--- src/rtl/usb_data_buffer.sv ---
// Shared 64-byte show-ahead FIFO between the AHB slave and the USB TX/RX datapaths.
// Optional macro USB_DATA_BUFFER_ERR_EN adds a sticky buffer_error output for ignored push/pop.
module usb_data_buffer #(
  parameter int ADDR_BITS  = 6,
  parameter int DATA_WIDTH = 8
) (
  input  logic                  clk,
  input  logic                  n_rst,
  input  logic                  store_tx_data,
  input  logic [DATA_WIDTH-1:0] tx_data,
  input  logic                  get_tx_packet_data,
  output logic [DATA_WIDTH-1:0] tx_packet_data,
  input  logic                  store_rx_packet_data,
  input  logic [DATA_WIDTH-1:0] rx_packet_data,
  input  logic                  get_rx_data,
  output logic [DATA_WIDTH-1:0] rx_data,
  input  logic                  clear,
  input  logic                  flush,
  output logic [ADDR_BITS:0]    buffer_occupancy
`ifdef USB_DATA_BUFFER_ERR_EN
  ,
  output logic                  buffer_error
`endif
);

  localparam int DEPTH = 1 << ADDR_BITS;
  localparam logic [ADDR_BITS:0] FULL_COUNT = {1'b1, {ADDR_BITS{1'b0}}};

  logic [DATA_WIDTH-1:0] mem_q [DEPTH];
  logic [ADDR_BITS-1:0]  wr_ptr_q, wr_ptr_d;
  logic [ADDR_BITS-1:0]  rd_ptr_q, rd_ptr_d;
  logic [ADDR_BITS:0]    count_q, count_d;
  logic [DATA_WIDTH-1:0] wdata_s;
  logic                  push_s, pop_s, clr_s, full_s, empty_s;
  logic                  do_push_s, do_pop_s;

  // Request decode; rx writer has priority over the AHB writer.
  always_comb begin
    push_s    = store_rx_packet_data | store_tx_data;
    pop_s     = get_tx_packet_data | get_rx_data;
    clr_s     = clear | flush;
    wdata_s   = store_rx_packet_data ? rx_packet_data : tx_data;
    full_s    = (count_q == FULL_COUNT);
    empty_s   = (count_q == {(ADDR_BITS+1){1'b0}});
    do_push_s = push_s & ~full_s & ~clr_s;
    do_pop_s  = pop_s & ~empty_s & ~clr_s;
  end

  // Pointer and occupancy next-state; clear/flush overrides any transfer.
  always_comb begin
    wr_ptr_d = wr_ptr_q;
    rd_ptr_d = rd_ptr_q;
    count_d  = count_q;
    if (clr_s) begin
      wr_ptr_d = {ADDR_BITS{1'b0}};
      rd_ptr_d = {ADDR_BITS{1'b0}};
      count_d  = {(ADDR_BITS+1){1'b0}};
    end else begin
      if (do_push_s) begin
        wr_ptr_d = wr_ptr_q + ADDR_BITS'(1);
      end else begin
        wr_ptr_d = wr_ptr_q;
      end
      if (do_pop_s) begin
        rd_ptr_d = rd_ptr_q + ADDR_BITS'(1);
      end else begin
        rd_ptr_d = rd_ptr_q;
      end
      case ({do_push_s, do_pop_s})
        2'b10:   count_d = count_q + (ADDR_BITS+1)'(1);
        2'b01:   count_d = count_q - (ADDR_BITS+1)'(1);
        default: count_d = count_q;
      endcase
    end
  end

  // Control state registers.
  always_ff @(posedge clk or negedge n_rst) begin
    if (!n_rst) begin
      wr_ptr_q <= {ADDR_BITS{1'b0}};
      rd_ptr_q <= {ADDR_BITS{1'b0}};
      count_q  <= {(ADDR_BITS+1){1'b0}};
    end else begin
      wr_ptr_q <= wr_ptr_d;
      rd_ptr_q <= rd_ptr_d;
      count_q  <= count_d;
    end
  end

  // Storage array; contents survive reset and clear.
  always_ff @(posedge clk) begin
    if (do_push_s) begin
      mem_q[wr_ptr_q] <= wdata_s;
    end
  end

  // Show-ahead head byte, forced to zero while empty.
  always_comb begin
    if (empty_s) begin
      tx_packet_data = {DATA_WIDTH{1'b0}};
    end else begin
      tx_packet_data = mem_q[rd_ptr_q];
    end
    rx_data          = tx_packet_data;
    buffer_occupancy = count_q;
  end

`ifdef USB_DATA_BUFFER_ERR_EN
  logic err_q, err_d;

  // Sticky error on an ignored push (full) or ignored pop (empty).
  always_comb begin
    if (clr_s) begin
      err_d = 1'b0;
    end else begin
      err_d = err_q | (push_s & full_s) | (pop_s & empty_s);
    end
  end

  // Error flag register.
  always_ff @(posedge clk or negedge n_rst) begin
    if (!n_rst) begin
      err_q <= 1'b0;
    end else begin
      err_q <= err_d;
    end
  end

  assign buffer_error = err_q;
`endif

endmodule

--- config.mk ---
export PLATFORM = sky130hd
export DESIGN_NAME = usb_data_buffer
export DESIGN_NICKNAME = d
export VERILOG_FILES = /design/src/rtl/usb_data_buffer.sv
export SDC_FILE = /design/constraint.sdc
export NUM_CORES = 1
export LEC_CHECK = 0
export ABC_AREA = 1
export CORE_UTILIZATION = 55
export CTS_CLUSTER_DIAMETER = 30
export DETAILED_ROUTE_END_ITERATION = 6
export PLACE_DENSITY = 0.75
export SLEW_MARGIN = 20
export SYNTH_ARGS = -nofsm -noshare
export SYNTH_HDL_FRONTEND = slang
export SYNTH_SLANG_ARGS = --single-unit
--- constraint.sdc ---
create_clock -name clk -period 2.9 [get_ports clk]
set_input_delay 0.58 -clock clk [delete_from_list [all_inputs] [get_ports clk]]
set_output_delay 0.58 -clock clk [all_outputs]
set_load 0.02 [all_outputs]
==> summary.md, run 1 <==
| Metric | Value |
|---|---|
| Status | `finished with violations` |
| Failing checks | `DRC, setup timing` |
| CTS Root Cell | `clkbuf_16` |
| Overflow after GRT | `0` |
| Pleak | `about 10 nW` |
| Layout Skew | `around 24 ps` |
| Worst Path Arrival | `3230 ps` |
| Worst-Skew Late Latency | `approximately 630 ps` |
| Initial core utilization | `0.561` |
| Tightest Pin Transition | `between 900 and 1000 ps` |
| I/O Buffers | `46` |
| Via Count | `roughly 17000` |
| Critical Path Sink Type | `output port` |
| CTS tree | `yes` |
| Crit path cell chain | `buf_6, nand2_1, buf_6, o221ai_1, o21ai_1, nand3_1, nand3_1, nand2_2, nor2_4, buf_6` |
| Reg-to-Reg Start | `buffer_occupancy[0]` |
| Max Slew Vio Count | `0` |
| Post-Place Cells | `between 2000 and 2500` |
| CP Max Fanout | `14` |
| CP max stage cell | `o21ai_1` |
| DRC viols | `23` |
| Vias in the first global route | `roughly 17000` |
| Distinct cell type count after synthesis | `40` |
| Routability cong. | `between 0.8 and 0.9` |
| N_diodes | `0` |
| Setup slack after layout | `-905 ps` |
| Synth warn | `0` |
| Die Width | `around 200 um` |
| Max VDD drop | `a little under 0.8 mV` |
| Capture point of the worst reg-to-reg path | `mem_q[31][1]` |
| Reg clk slew, reported paths | `50 ps` |
| Max-cap violations | `0` |
| Clk buf depth | `3` |
| Ys flop type | `edfxtp_1` |
| Most frequent CP cell | `buf_6` |
| HPWL after DPL | `between 30 and 40 mm` |
| Core Region | `between 30000 and 40000 um^2` |
| Post-layout util | `0.742` |
| Final hold vios | `0` |
| Worst r2r path cells | `9` |
| CTS buffer count | `93` |
| Final nets | `roughly 2000` |
| Max_slew headroom | `0.391` |
| Hold Crit Class | `input port to asynchronous set/reset pin` |
| Power per cell area | `about 800 nW/um^2` |
| Unrepaired setup endpoints after global routing | `true` |
| Fill cells | `2104` |
| Post-layout min period | `between 3000 and 4000 ps` |
| Routed WL | `a little over 70 mm` |
| Syn_nets | `approximately 1800` |
| Pin count of the biggest net entering global routing | `between 60 and 70` |
| Area growth, synth to finish | `32.2%` |
| Critical path class | `flop to output port` |
| Initial DRC count | `2511` |
| Die area | `just over 40000 um^2` |
| Commonest non-fill, non-tap cell in the layout | `edfxtp_1` |
| Fmax | `263 MHz` |
| # rows | `72` |
| FF+latch count, synth | `531` |
| Cell Area, Synth | `~22000 um^2` |
| TritonRoute pass-1 iters | `7` |
| Io pins | `47` |
| Number of enable flip-flop cells after synthesis | `a little over 500` |
| Routed Antenna Nets | `0` |
| Cell count after synthesis | `about 1700` |
| Total clock sinks | `531` |
| First-pass GRT wire length | `about 97 mm` |
| Avg WL per Cell | `around 28 um` |
| Die height | `201 um` |
| Reg2Reg Setup Slack | `~580 ps` |
| Mapped Avg Cell Area | `approximately 13 um^2` |
| Setup violations, final | `16` |
| Seq/Total Area, Yosys | `0.728` |
| Worst Path Required | `~2300 ps` |
| Layout cells sized above 1 | `0.274` |
| Via/cell ratio | `about 6.6` |
| Fin cells | `~2600` |
| Commonest non-fill, non-tap cells in the layout | `edfxtp_1 (512), nor2_1 (297), buf_4 (169), o21ai_0 (164), nand2_1 (140)` |
| Crit start category | `flop` |
| H-tree depth | `3` |
| GRT Resource Usage Total | `0.320` |
| Initial antenna violation count | `1` |
| Tcrit/Tclk final | `1.31` |
| Async SR Flop Fraction | `0.0358` |
| CP max stage delay | `roughly 540 ps` |
| Hold buffers post-CTS | `0` |
-- synthesized netlist by cell type (19+ instances only) --
| master | count | area share |
|---|---|---|
| edfxtp_1 | 512 | 0.71 |
| inv_1 | 28 | 0.0048 |
| o221ai_1 | 40 | 0.016 |
| o21ai_0 | 222 | 0.051 |
| clkbuf_1 | 36 | 0.0062 |
| o21ai_1 | 32 | 0.0074 |
| dfrtp_1 | 19 | 0.022 |
| o22ai_1 | 87 | 0.025 |
| nand2_1 | 151 | 0.026 |
| nor2_1 | 319 | 0.055 |
| buf_2 | 42 | 0.0096 |
| nand3_1 | 33 | 0.0076 |
| buf_4 | 26 | 0.0090 |
| a21oi_1 | 81 | 0.019 |
-- through the flow --
stage                     area [um^2]  worst slack (ps)  setup TNS, ps  power [mW]  hold slack, ps
after global routing            28800              -966         -12780        24.1             526
after CTS                       28100              -430          -6570        22.8             483
after floorplan                 21800               375              0        10.4             284
final                           28800              -905         -11750        23.6             479
after detailed placement        24000              -477          -6630        11.5             555
after global placement          24000              -494          -6220        11.5             543
-- final cells by class --
class	count	area [um^2]	area share
clock buffers	107	2420	0.0841
repair inverters	2	27.5	0.000956
repair buffers	289	3230	0.112
clock inverters	64	716	0.0249
flip-flops and latches	531	15900	0.551
inverters	37	173	0.00600
multi-input cells	1040	5720	0.199
well taps	518	648	0.0225
-- power breakdown --
group	switching [mW]	internal, mW
clock network	3.95	7.02
registers	0.0345	8.52
logic	2.47	1.60
-- flip-flops by register name, indices dropped and copies added, names as in the netlist --
signal            count
mem_q               512
buffer_occupancy      7
wr_ptr_q              6
rd_ptr_q              6
-- metal layers --
metal | GRT usage | wire (um) | vias to the layer above
met5 | 0 | 11 | -
met4 | 0.185 | 4870 | 2
met3 | 0.0864 | 9940 | 418
met2 | 0.507 | 33500 | 1604
met1 | 0.397 | 23800 | 8219
li1 | - | - | 6948
-- cells by family after synthesis --
group,count (synthesis),synth area share
and+or+nand+nor,533,0.102
DFF,531,0.728
AOI/OAI and AO/OA,490,0.127
buffers and inverters,153,0.0349
muxes,8,0.00414
xor gates and xnor gates,5,0.00201
adders and majority gates,4,0.00230
-- worst max path at each step --
stage / start / end / slack [ps] / depth (start not counted)
6_report: rd_ptr_q[0] / tx_packet_data[3] / -910 / 10
2_1_floorplan: rd_ptr_q[0] / tx_packet_data[5] / 380 / 13
3_3_place_gp: rd_ptr_q[1] / tx_packet_data[4] / -490 / 13
3_5_place_dp: rd_ptr_q[0] / rx_data[4] / -480 / 12
5_1_grt: rd_ptr_q[0] / tx_packet_data[1] / -970 / 10
4_1_cts: rd_ptr_q[0] / rx_data[5] / -430 / 13
-- critical path, delay by kind of cell, from the launching register on --
kind,cells,cell delay [ps]
AO/OA/AOI/OAI,2,710
buffers and inverters,3,540
flip-flops,1,510
AND/OR/NAND/NOR,5,830
-- repair_timing --
action	CTS	global route
gates cloned	10	11
resized for setup	202	137
setup endpoints to repair	16	16
pin swaps	49	73
setup buffers	25	10
No activity file was read; power rests on OpenSTA's default activity.
==> inputs of run 2 (changes only) <==
- CTS_BUF_LIST: unset -> sky130_fd_sc_hd__clkbuf_8
- clock period: 2.9 -> 3.9 ns (I/O delays scaled with it)
==> run 2 against run 1 <==
The flow now finishes without violations; sequential share of layout area rose by 6.3 points; routed wire length shrank 20%; worst setup slack gained 950 ps; final area down 10%; critical path depth is 2 higher; core utilization decreased by 7.7 points; flip-flop and latch count unchanged; via count decreased by 11%; power fell by 40%.
==> summary.md, run 2 (same netlist as run 1, synthesis figures left out) <==
| Metric | Value |
|---|---|
| Reg2Reg Setup Slack | `about 1300 ps` |
| GRT Resource Usage Total | `0.285` |
| Vias in the first global route | `15007` |
| Layout Skew | `between 30 and 40 ps` |
| Die Width | `201 um` |
| Crit start category | `flop` |
| Worst Path Arrival | `between 3000 and 4000 ps` |
| Power per cell area | `about 550 nW/um^2` |
| Commonest non-fill, non-tap cells in the layout | `edfxtp_1 (512), nor2_1 (312), o21ai_0 (218), nand2_1 (150), buf_4 (103)` |
| Max VDD drop | `about 0.47 mV` |
| CP startpoint | `rd_ptr_q[0]` |
| Pleak | `just over 9 nW` |
| Io pins | `47` |
| Worst Hold Launch | `buffer_occupancy[0]` |
| CP max stage delay | `about 400 ps` |
| Overflow after GRT | `0` |
| Core Region | `around 39000 um^2` |
| Reg-to-Reg Start | `buffer_occupancy[1]` |
| Worst Path Required | `3120 ps` |
| Via Count | `around 15000` |
| H-tree depth | `3` |
| Area growth, synth to finish | `18.6%` |
| Die height | `201 um` |
| HPWL after DPL | `about 33 mm` |
| CP Max Fanout | `37` |
| Setup_tns | `0 ps` |
| N_diodes | `0` |
| Status | `finished, final reports clean` |
| Max-cap violations | `0` |
| Initial antenna violation count | `0` |
| CP max stage cell | `dfrtp_4` |
| Initial core utilization | `0.561` |
| Post-layout min period | `between 3000 and 4000 ps` |
| Initial DRC count | `between 1500 and 2000` |
| Max_slew headroom | `0.362` |
| Most frequent CP cell | `nand3_1` |
| Multi-input gate area | `5290 um^2` |
| CTS buffer count | `a little under 100` |
| Max Slew Vio Count | `0` |
| Die area | `40400 um^2` |
| Layout cells sized above 1 | `0.183` |
| I/O Buffers | `46` |
| Hold buffers post-CTS | `0` |
| TritonRoute pass-1 iters | `5` |
| Via/cell ratio | `a little over 6` |
| # rows | `slightly above 70` |
| Routability cong. | `roughly 0.87` |
| Total clock sinks | `about 530` |
| DRC viols | `0` |
| Unrepaired setup endpoints after global routing | `true` |
| Final nets | `between 1500 and 2000` |
| Tcrit/Tclk final | `0.989` |
| Commonest non-fill, non-tap cell in the layout | `edfxtp_1` |
| Worst-Skew Late Latency | `about 660 ps` |
| Crit path cell chain | `buf_4, buf_12, buf_16, o21ai_0, o22ai_1, a21oi_1, o21ai_1, nand3_1, nand3_1, nand2_1, nor2_4, clkdlybuf4s15_2` |
| Max reg flops | `between 500 and 600` |
| Fill cells | `between 2000 and 3000` |
| First-pass GRT wire length | `86.7 mm` |
| Post-Place Cells | `between 2000 and 2500` |
| Pin count of the biggest net entering global routing | `67` |
| Reg clk slew, reported paths | `around 60 ps` |
| CTS Root Cell | `clkbuf_8` |
| Hold Crit Class | `flop to flop` |
| Register area | `between 15000 and 20000 um^2` |
| Reg with most FFs | `mem_q` |
| Tightest Pin Transition | `953 ps` |
| Critical path class | `flop to output port` |
| Setup violations, final | `0` |
| Fin cells | `around 2500` |
| Final hold vios | `0` |
| Clk buf depth | `3` |
| Critical Path Sink Type | `output port` |
| Avg WL per Cell | `roughly 23 um` |
| Routed Antenna Nets | `0` |
| CTS tree | `yes` |
| Routed WL | `58.0 mm` |
| Fmax | `around 260 MHz` |
[run 2: cell count changes in the layout (fill, tap and decap cells not counted), moves of 19 or more]
cell       delta
o21ai_1      -35
buf_4        -66
o22ai_1      +22
o22ai_2      -22
buf_12       -24
clkbuf_16   -102
buf_6        -27
o21ai_0      +54
clkbuf_8     +99
o21ai_2      -19
[run 2: cell type report]
| cell class | count | area share |
|---|---|---|
| inverter | 37 | 0.00601 |
| timing repair inverter | 1 | 0.000339 |
| tap | 518 | 0.0251 |
| sequential | 531 | 0.614 |
| timing repair buffer | 174 | 0.0666 |
| clock inverter | 83 | 0.0294 |
| multi-input combinational | 1040 | 0.205 |
| clock buffer | 101 | 0.0538 |
[run 2: repair_timing]
action / 4_1_cts / 5_1_grt
endpoints found under the setup margin: 16 / 16
hold endpoints to repair: 0 / 0
pin swaps: 1 / 13
cloned: 3 / 3
setup buffers: 2 / 6
resized for setup: 48 / 49
[run 2: report_power, final]
group          internal, mW  switching, mW  total, mW
clock                  3.32           2.40       5.72
sequential             6.32         0.0281       6.35
combinational         0.703           1.43       2.13
[run 2: worst paths after layout]
kind,depth (start not counted),end
max,12,tx_packet_data[3]
min,1,buffer_occupancy[0]
max reg2reg,8,mem_q[34][4]
min reg2reg,1,buffer_occupancy[0]
max in group asynchronous,1,rd_ptr_q[0]
min in group asynchronous,1,rd_ptr_q[0]
[run 2: through the flow]
| step | cell area [um^2] | hold WS (ps) | worst slack (ps) | utilization | power (mW) |
|---|---|---|---|---|---|
| 3_3_place_gp | 23300 | 545 | 303 | 0.601 | 8.35 |
| 2_1_floorplan | 21800 | 484 | 1180 | - | 7.71 |
| 4_1_cts | 25600 | 555 | -5.77 | 0.661 | 14.1 |
| 6_report | 25800 | 558 | 42.7 | 0.665 | 14.2 |
| 5_1_grt | 25800 | 572 | -6.53 | 0.665 | 14.6 |
| 3_5_place_dp | 23300 | 547 | 192 | 0.601 | 8.38 |
[run 2: metal layers]
metal / vias up / wire length, um / GRT usage
li1: 6719 / - / -
met1: 7406 / 21500 / 0.369
met2: 1117 / 27900 / 0.460
met3: 127 / 7000 / 0.0680
met4: 0 / 1610 / 0.123
met5: - / 0 / 0
[run 2: critical path: cells and delay by family (launching register included)]
kind                   cells  cell delay (ps)
buffers and inverters      4              720
AOI/OAI and AO/OA          4              690
and+or+nand+nor            4              590
DFF                        1              410
==> inputs of run 3 (changes only) <==
- DONT_BUFFER_PORTS: unset -> 1
- PLACE_DENSITY: 0.75 -> 0.73
==> run 3 against run 2 <==
Register-to-register slack got worse by 500 ps; die area did not move; clock power fell by 7.2%; flip-flop and latch count did not move; hold slack got worse by 420 ps; maximum frequency rose by 0.57%; count of clock-buffer cells in the layout fell by 9; core utilization fell by 2.8 points; combinational power fell by 12%; clock skew rose by 1.3 ps; critical endpoint is now rx_data[5].
==> summary.md, run 3 (same netlist as run 1, synthesis figures left out) <==
| Metric | Value |
|---|---|
| Sw Share | `0.266` |
| Max Slew Vio Count | `0` |
| Crit path cell chain | `buf_12, inv_16, buf_4, o21ai_0, o22ai_1, nand2_1, a31oi_1, o21a_1, nor2_1, nor2_1, buf_4` |
| Pin count of the biggest net entering global routing | `95` |
| Net Switching | `approximately 3.6 mW` |
| Layout cells sized above 1 | `0.145` |
| Avg WL per Cell | `23.5 um` |
| Fmax | `approximately 260 MHz` |
| TritonRoute pass-1 iters | `5` |
| Initial antenna violation count | `0` |
| Max-cap violations | `0` |
| Routed WL | `56.3 mm` |
| Power per cell area | `between 500 and 600 nW/um^2` |
| DR top layer | `met4` |
| Max_slew headroom | `0.240` |
| Max reg flops | `a little over 500` |
| Met3 WL | `around 6.7 mm` |
| Reg clk slew, reported paths | `60 ps` |
| Worst Path Arrival | `between 3000 and 4000 ps` |
| Routed Antenna Nets | `0` |
| Tightest Pin Transition | `roughly 1100 ps` |
| Reg with most FFs | `mem_q` |
| Critical Path Sink Type | `output port` |
| Initial DRC count | `approximately 2000` |
| Routability cong. | `0.904` |
| Commonest non-fill, non-tap cells in the layout | `edfxtp_1 (512), nor2_1 (318), o21ai_0 (216), nand2_1 (151), clkbuf_8 (92)` |
| Total clock sinks | `~530` |
| CTS buffer count | `90` |
| Io pins | `47` |
| CP max stage cell | `dfrtp_4` |
| H-tree depth | `3` |
| Core Region | `a little under 40000 um^2` |
| Clk buf depth | `3` |
| Setup_tns | `0 ps` |
| Multi-input gate area | `~5200 um^2` |
| Worst-Skew Late Latency | `approximately 630 ps` |
| Die Width | `around 200 um` |
| Fill cells | `around 2800` |
| Max VDD drop | `roughly 0.57 mV` |
| Die area | `between 40000 and 50000 um^2` |
| Via/cell ratio | `between 6 and 7` |
| N_diodes | `0` |
| Final hold vios | `0` |
| DR WL met2 | `26.1 mm` |
| Tcrit/Tclk final | `0.983` |
| Initial core utilization | `0.561` |
| Pleak | `8.61 nW` |
| # rows | `72` |
| Register area | `approximately 16000 um^2` |
| Met1 wire length | `around 21 mm` |
| CTS tree | `yes` |
| Clock share of power | `0.392` |
| Layout Skew | `~32 ps` |
| CP Max Fanout | `38` |
| Status | `finished, final reports clean` |
| Hold Crit Class | `input port to asynchronous set/reset pin` |
| Internal power | `9.94 mW` |
| CTS Root Cell | `clkbuf_8` |
| First-pass GRT wire length | `between 80 and 90 mm` |
| Critical path class | `flop to output port` |
| Seq pwr share | `0.470` |
| Setup violations, final | `0` |
| Via Count | `14876` |
| Crit start category | `flop` |
| Vias in the first global route | `about 14000` |
| Post-layout min period | `between 3000 and 4000 ps` |
| Overflow after GRT | `0` |
| HPWL after DPL | `around 32 mm` |
| Worst Path Required | `between 3000 and 4000 ps` |
| GRT Resource Usage Total | `0.277` |
| Part of the power in combinational logic | `0.138` |
| Die height | `201 um` |
| DRC viols | `0` |
| Reg2Reg Setup Slack | `slightly above 800 ps` |
| Commonest non-fill, non-tap cell in the layout | `edfxtp_1` |
| Total power | `about 14 mW` |
| Area growth, synth to finish | `13.5%` |
| I/O Buffers | `0` |
| Final nets | `1826` |
| CP max stage delay | `500 ps` |
[run 3: cell count changes in the layout (fill, tap and decap cells not counted), moves of 5 or more]
cell	previous run	this run
buf_4	103	81
clkbuf_8	101	92
clkinv_1	21	13
nor2_1	312	318
o22ai_2	7	1
inv_1	41	55
clkinv_2	17	12
clkbuf_2	6	0
clkdlybuf4s50_1	30	0
clkinvlp_4	15	6
buf_2	7	2
o22ai_1	80	86
[run 3: final timing paths]
check | from | end | cells after the start
max in group asynchronous | n_rst | rd_ptr_q[0] | 1
setup reg to reg | buffer_occupancy[1] | mem_q[36][7] | 8
hold reg to reg | buffer_occupancy[0] | buffer_occupancy[0] | 1
hold / removal | n_rst | rd_ptr_q[1] | 1
setup / recovery | rd_ptr_q[0] | rx_data[5] | 11
min in group clk | clear | wr_ptr_q[4] | 3
[run 3: what timing repair did]
action                                 4_1_cts  5_1_grt
hold buffers                                 1        0
buffers inserted                             1        7
setup endpoints to repair                   16       16
resized for setup                            6       15
endpoints found under the hold margin       19        0
gates cloned                                 1        1
[run 3: routing by layer]
layer  track usage  vias to the layer above
li1              -                     6532
met1         0.372                     7186
met2         0.424                      987
met3        0.0669                      171
met4         0.145                        0
met5             0                        -
[run 3: area by class of cell]
cell class                      count  area share
Clock buffer                       92      0.0512
Clock inverter                     73      0.0272
Inverter                           37     0.00653
Multi-Input combinational cell   1040       0.210
Sequential cell                   531       0.641
Tap cell                          518      0.0262
Timing Repair Buffer               98      0.0374
[run 3: power groups by stage]
stage / logic (mW) / clock network (mW) / registers [mW]
CTS: 1.75 / 5.35 / 6.39
detailed placement: 1.69 / 0 / 6.51
global route: 2.00 / 5.60 / 6.37
finish: 1.87 / 5.31 / 6.37
global placement: 1.65 / 0 / 6.51
floorplan: 1.23 / 0 / 6.48
[run 3: per-stage QoR]
| stage | worst slack (ps) | hold WS, ps | instances | instance area (um^2) | util |
|---|---|---|---|---|---|
| 6_report | 64.6 | 143 | 2389 | 24700 | 0.637 |
| 5_1_grt | -10.6 | 150 | 2389 | 24700 | 0.637 |
| 4_1_cts | 7.95 | 303 | 2381 | 24600 | 0.634 |
| 3_5_place_dp | 477 | 485 | 2213 | 22600 | 0.582 |
| 3_3_place_gp | 453 | 485 | 2213 | 22600 | 0.582 |
| 2_1_floorplan | 1180 | 484 | 1724 | 21800 | - |
[run 3: worst max-delay path: cells and delay by family, from the launching register on]
kind	cells	cell delay (ps)
simple gates	3	290
compound gates	4	820
buf+inv	4	800
flops	1	500
